[src/rtl/alu_mul_seq_if.sv]
// alu_mul_seq_if: req/gnt handshake and operand/result bus between the multiplier sequencer and the shared ALU
// Signals: req (sequencer wants the ALU), gnt (ALU granted this cycle), in0/in1 (operands),
//          op (ALU opcode), result (combinational ALU result, same cycle).
// Modports: master = sequencer side, slave = ALU/arbiter side.
interface alu_mul_seq_if #(
   parameter int XLEN = 32
);
   logic            req;
   logic            gnt;
   logic [XLEN-1:0] in0;
   logic [XLEN-1:0] in1;
   logic [3:0]      op;
   logic [XLEN-1:0] result;
   modport master (output req, in0, in1, op, input gnt, result);
   modport slave  (input req, in0, in1, op, output gnt, result);
endinterface

[src/rtl/alu_mul_seq.sv]
// alu_mul_seq: iterative shift-add multiplier producing the low XLEN bits of op_a*op_b via the shared ALU
// Ports: clk; rst_n (async active-low); start/op_a/op_b request a multiply (sampled only when idle);
//        busy (not idle), done (one-cycle pulse), product (held result);
//        alu (alu_mul_seq_if.master) borrows the ALU's ADD and SLL ops through a req/gnt pair.
// Option: MUL_SEQ_EARLY_EXIT_EN finishes as soon as no multiplier bits remain; product is unchanged.
module alu_mul_seq #(
   parameter int XLEN  = 32,
   parameter int CNT_W = 5
) (
   input  logic            clk,
   input  logic            rst_n,
   input  logic            start,
   input  logic [XLEN-1:0] op_a,
   input  logic [XLEN-1:0] op_b,
   output logic            busy,
   output logic            done,
   output logic [XLEN-1:0] product,
   alu_mul_seq_if.master   alu
);
   localparam logic [3:0] OP_ADD = 4'b0000;
   localparam logic [3:0] OP_SLL = 4'b0111;
   typedef enum logic [1:0] {IDLE, ADD, SHIFT, DONE} state_t;
   state_t            state_q, state_d;
   logic [XLEN-1:0]   acc_q, acc_d, mcand_q, mcand_d, mplier_q, mplier_d, product_q, product_d;
   logic [CNT_W-1:0]  count_q, count_d;
   logic              busy_q, done_q, req_q;
   logic [XLEN-1:0]   in0, in1;
   logic [3:0]        op;
   always_comb begin
      state_d  = state_q;
      acc_d    = acc_q;
      mcand_d  = mcand_q;
      mplier_d = mplier_q;
      count_d  = count_q;
      in0      = '0;
      in1      = '0;
      op       = OP_ADD;
      case (state_q)
         IDLE: if (start) begin
            mcand_d  = op_a;
            mplier_d = op_b;
            acc_d    = '0;
            count_d  = '0;
            state_d  = op_b[0] ? ADD : SHIFT;
`ifdef MUL_SEQ_EARLY_EXIT_EN
            if (op_b == '0) state_d = DONE;
`endif
         end
         ADD: begin
            in0 = acc_q;
            in1 = mcand_q;
            if (alu.gnt) begin
               acc_d   = alu.result;
               state_d = SHIFT;
            end
         end
         SHIFT: begin
            op  = OP_SLL;
            in0 = mcand_q;
            in1 = XLEN'(1);
            if (alu.gnt) begin
               mcand_d  = alu.result;
               mplier_d = mplier_q >> 1;
               count_d  = count_q + 1'b1;
               // mplier_q[1] is the multiplier bit that becomes bit 0 after this shift
               state_d  = (count_q == CNT_W'(XLEN - 1)) ? DONE : (mplier_q[1] ? ADD : SHIFT);
`ifdef MUL_SEQ_EARLY_EXIT_EN
               if (mplier_d == '0) state_d = DONE;
`endif
            end
         end
         DONE: state_d = IDLE;
      endcase
      // capture on entry to DONE so product is already valid while done is high
      product_d = (state_d == DONE) ? acc_d : product_q;
   end
   always_ff @(posedge clk or negedge rst_n) begin
      if (!rst_n) begin
         state_q   <= IDLE;
         acc_q     <= '0;
         mcand_q   <= '0;
         mplier_q  <= '0;
         count_q   <= '0;
         product_q <= '0;
         busy_q    <= 1'b0;
         done_q    <= 1'b0;
         req_q     <= 1'b0;
      end else begin
         state_q   <= state_d;
         acc_q     <= acc_d;
         mcand_q   <= mcand_d;
         mplier_q  <= mplier_d;
         count_q   <= count_d;
         product_q <= product_d;
         busy_q    <= state_d != IDLE;
         done_q    <= state_d == DONE;
         req_q     <= (state_d == ADD) || (state_d == SHIFT);
      end
   end
   assign busy    = busy_q;
   assign done    = done_q;
   assign product = product_q;
   assign alu.req = req_q;
   assign alu.in0 = in0;
   assign alu.in1 = in1;
   assign alu.op  = op;
endmodule

[src/flat_wrapper.sv]
// flat-port wrapper written by rule: the top's interface ports become plain ports
module alu_mul_seq_flat 
#(
   parameter int XLEN  = 32,
   parameter int CNT_W = 5
)
  (clk, rst_n, start, op_a, op_b, busy, done, product, alu_req, alu_in0, alu_in1, alu_op, alu_gnt, alu_result);
  alu_mul_seq_if #(.XLEN(XLEN)) alu_i ();
  input  logic clk;
  input  logic rst_n;
  input  logic start;
  input  logic [XLEN-1:0] op_a;
  input  logic [XLEN-1:0] op_b;
  output logic busy;
  output logic done;
  output logic [XLEN-1:0] product;
  output wire logic [$bits(alu_i.req)-1:0] alu_req;
  output wire logic [$bits(alu_i.in0)-1:0] alu_in0;
  output wire logic [$bits(alu_i.in1)-1:0] alu_in1;
  output wire logic [$bits(alu_i.op)-1:0] alu_op;
  input wire logic [$bits(alu_i.gnt)-1:0] alu_gnt;
  input wire logic [$bits(alu_i.result)-1:0] alu_result;
  assign alu_req = alu_i.req;
  assign alu_in0 = alu_i.in0;
  assign alu_in1 = alu_i.in1;
  assign alu_op = alu_i.op;
  assign alu_i.gnt = alu_gnt;
  assign alu_i.result = alu_result;
  alu_mul_seq #(.XLEN(XLEN), .CNT_W(CNT_W)) u_core (.clk(clk), .rst_n(rst_n), .start(start), .op_a(op_a), .op_b(op_b), .busy(busy), .done(done), .product(product), .alu(alu_i));
endmodule
[config.mk]
export PLATFORM = sky130hd
export DESIGN_NAME = alu_mul_seq_flat
export DESIGN_NICKNAME = d
export VERILOG_FILES = /design/src/rtl/alu_mul_seq_if.sv /design/src/rtl/alu_mul_seq.sv /design/src/flat_wrapper.sv
export SDC_FILE = /design/constraint.sdc
export NUM_CORES = 1
export LEC_CHECK = 0
export CORE_MARGIN = 1
export CORE_UTILIZATION = 43
export DETAILED_ROUTE_END_ITERATION = 8
export GPL_TIMING_DRIVEN = 0
export PLACE_DENSITY = 0.79
export SYNTH_ARGS = -nofsm -noshare
export SYNTH_HDL_FRONTEND = slang
export SYNTH_SLANG_ARGS = --single-unit
[constraint.sdc]
create_clock -name clk -period 2.7 [get_ports clk]
set_input_delay 0.54 -clock clk [delete_from_list [all_inputs] [get_ports clk]]
set_output_delay 0.54 -clock clk [all_outputs]
set_load 0.01 [all_outputs]
==> metrics.txt <==
Max Clock Freq=359.9 MHz; Clock transition at path regs=around 0.060 ns; kind of critical path=reg2out; reg-to-reg setup timing slack=~0.16 ns; hold_ws=between 0.04 and 0.05 ns; R2R cell count=10; Clock Path Buffers=2; Slew @ Worst Pin=between 0.7 and 0.8 ns; Cell Area, Synth=0.006834 mm2; max cap viols=0; CTS tree=built; initial core utilization=44.46%; failing checks=negative setup slack; register area share after synthesis=50.16%; Final WS setup=-0.07825 ns; Mapped Avg Cell Area=approximately 11 um2; Net Sw Frac=approximately 38%; die footprint=approximately 0.016 mm2; Clock Power Share=19.6%; grt total ovfl=0; Synth warnings=0; Inserted Clock Buffers=17; Die W=128.1 um; root buf cell=clkbuf_16; HP Class=in2async; CP required=2.16 ns; DRC viols=0; Data arrival, critical path=~2.2 ns; largest net degree at the start of global routing=between 90 and 100; synth top area cells=dfrtp_1 (50%), mux2_1 (10%), mux2_2 (10%), nand2_1 (3.8%), a22oi_1 (3.5%); period utilisation layout=102.9%; Comb power frac=50.7%; Final ANT Viol Nets=0; vias in the first global route=5,751; post-detailed-route via-to-cell ratio=between 5 and 6; PwrDens=between 1000 and 1500 mW/mm2; final instance count without filler cells=1,070; FF-to-FF End=u_core.product[4]; run status=finished with violations; R2R Path Start=u_core.count_q[0]; total number of vias=approximately 5.7k; total global-route track usage=25.69%; Yosys top cell by area=dfrtp_1; number of library cell types mapped by synthesis=32; Die H=128.1 um; DR WL/cell=between 15 and 20 um; GPL Wtd Cong=0.7929; EDFF count, synth=0; detailed placement HPWL=~14 mm; Syn Inst Count=between 600 and 700; Synth Register Bits=between 100 and 150; Reg power frac=29.7%; post-layout min period=2.778 ns; H-tree depth=4; most frequent cells in the layout=clkdlybuf4s50_1 (170), dfrtp_1 (137), nand2_1 (69), mux2_1 (63), mux2_2 (62); LEAKAGE=between 4 and 5 nW; Setup Viol. Count Final=34; critical path capture point type=primary output; FFs w/ async S/R, synth=100.0%; unrepaired setup endpoints after global routing=yes; initial antenna violation count=0; DR iter-0 viols=between 300 and 400; Final Max Tran Viols=0; diode count=0; peak supply drop=a little under 700 uV; layout cells sized above 1=around a fifth; clock sinks=137; area grow syn2layout=44.73%; clk_lat worst skew=~0.43 ns; placed cells=slightly above 1k; # rows=45; Slew headroom=51.64%; Final Power=about 13 mW; CP startpoint kind=register; internal power=a little under 8 mW; Core ar.=0.01537 mm2; post-layout net count=between 900 and 1k; Synthesized Nets=730; Synth top area share=between 50% and 60%; commonest non-fill, non-tap cell in the layout=clkdlybuf4s50_1; final WL=roughly 20 mm; PortBufs=roughly 200; Final Hold Vio Count=0; first-pass GRT wire length=approximately 31 mm; DRT Pass-1 Iters=5; Net Switching=about 4.8 mW; critical path peak fanout=10; num ports=203; TNS Setup=-1.359 ns; Most used DFF post-synth=dfrtp_1; clock skew=~0.011 ns
-- cells by family (layout without fill, tap and decap cells) --
family,Yosys count,in the layout,synth area share (%)
adder cells (fa/ha/maj),8,8,1.465
multiplexers,128,128,21.22
flip-flops,137,137,50.16
AO/OA/AOI/OAI,115,115,10.62
other,1,1,0.05487
buffers and inverters,54,291,3.771
AND/OR/NAND/NOR,179,179,12.71
-- metal layers --
| layer | GRT usage (%) | routed length (um) | vias to the layer above | part of all wire [%] |
|---|---|---|---|---|
| li1 | - | - | 2621 | - |
| met1 | 32.41 | 8583 | 2799 | 42 |
| met2 | 41.88 | 9992 | 213 | 49 |
| met3 | 7.179 | 1424 | 28 | 7.0 |
| met4 | 10.03 | 363 | 0 | 1.8 |
| met5 | 0 | 0 | - | 0 |
-- stage by stage --
step	util, %	setup WS (ns)	cell area (um2)
2_1_floorplan	-	0.06246	6834
4_1_cts	64.08	-0.2273	9849
3_5_place_dp	59.45	-0.8961	9139
5_1_grt	64.35	-0.1753	9891
6_report	64.35	-0.07825	9891
3_3_place_gp	59.27	-4.519	9110
-- synthesized netlist by cell type, types with 2 or more instances --
cell / number
a21oi_1: 3
a22oi_1: 32
a31oi_1: 32
and2_1: 32
buf_1: 3
buf_2: 17
buf_4: 9
clkbuf_1: 21
dfrtp_1: 137
ha_1: 8
inv_1: 4
mux2_1: 63
mux2_2: 62
mux2i_1: 2
nand2_1: 69
nand3b_1: 2
nor2_1: 35
nor2b_1: 35
o211ai_1: 2
o21ai_0: 4
o21ai_1: 33
o31a_1: 2
o31ai_1: 6
-- worst max path at each step --
stage                       from                 end  slack [ns]  cells after the start
2_1_floorplan  u_core.state_q[0]   u_core.product[0]        0.06                     11
3_3_place_gp               rst_n  u_core.mcand_q[13]       -4.52                      1
3_5_place_dp   u_core.state_q[0]   u_core.product[4]       -0.90                     11
4_1_cts        u_core.state_q[1]         alu_in0[30]       -0.23                      7
5_1_grt        u_core.state_q[0]          alu_in0[9]       -0.18                      5
6_report       u_core.state_q[0]          alu_in0[9]       -0.08                      5
-- power groups by stage --
stage	Combinational, mW	Sequential (mW)	Clock, mW
6_report	6.39	3.75	2.48
5_1_grt	6.91	3.87	2.58
4_1_cts	6.35	3.73	2.50
3_5_place_dp	6.20	3.73	0
3_3_place_gp	6.10	3.70	0
2_1_floorplan	3.54	3.68	0
-- registers in the layout, indices dropped and copies added (netlist names) --
register	cells
u_core.alu.req	1
u_core.mcand_q	32
u_core.count_q	5
u_core.busy	1
u_core.product	32
u_core.mplier_q	31
u_core.done	1
u_core.state_q	2
u_core.acc_q	32
-- cell type report --
type / instances / area (um2)
plain buffers: 48 / 335.3
clock buffers: 18 / 429.2
clock inverters: 14 / 196.4
fillers: 1258 / 5480
inverters: 4 / 15.01
multi-input cells: 431 / 3186
flip-flops and latches: 137 / 3428
well taps: 211 / 264.0
repair buffers: 207 / 2037
-- worst max-delay path, cell delays in order, from the launching register on --
cell and delay, ns:
dfrtp_1 0.41, inv_2 0.08, ha_2 0.40, clkbuf_4 0.21, nor2b_1 0.17, clkdlybuf4s50_1 0.55
-- timing repair --
item,4_1_cts,5_1_grt
endpoints found under the setup margin,96,82
resized for setup,65,46
hold buffers,0,0
gates cloned,0,0
buffers inserted,2,3
pin swaps,0,1
(Power assumes the default switching activity.)
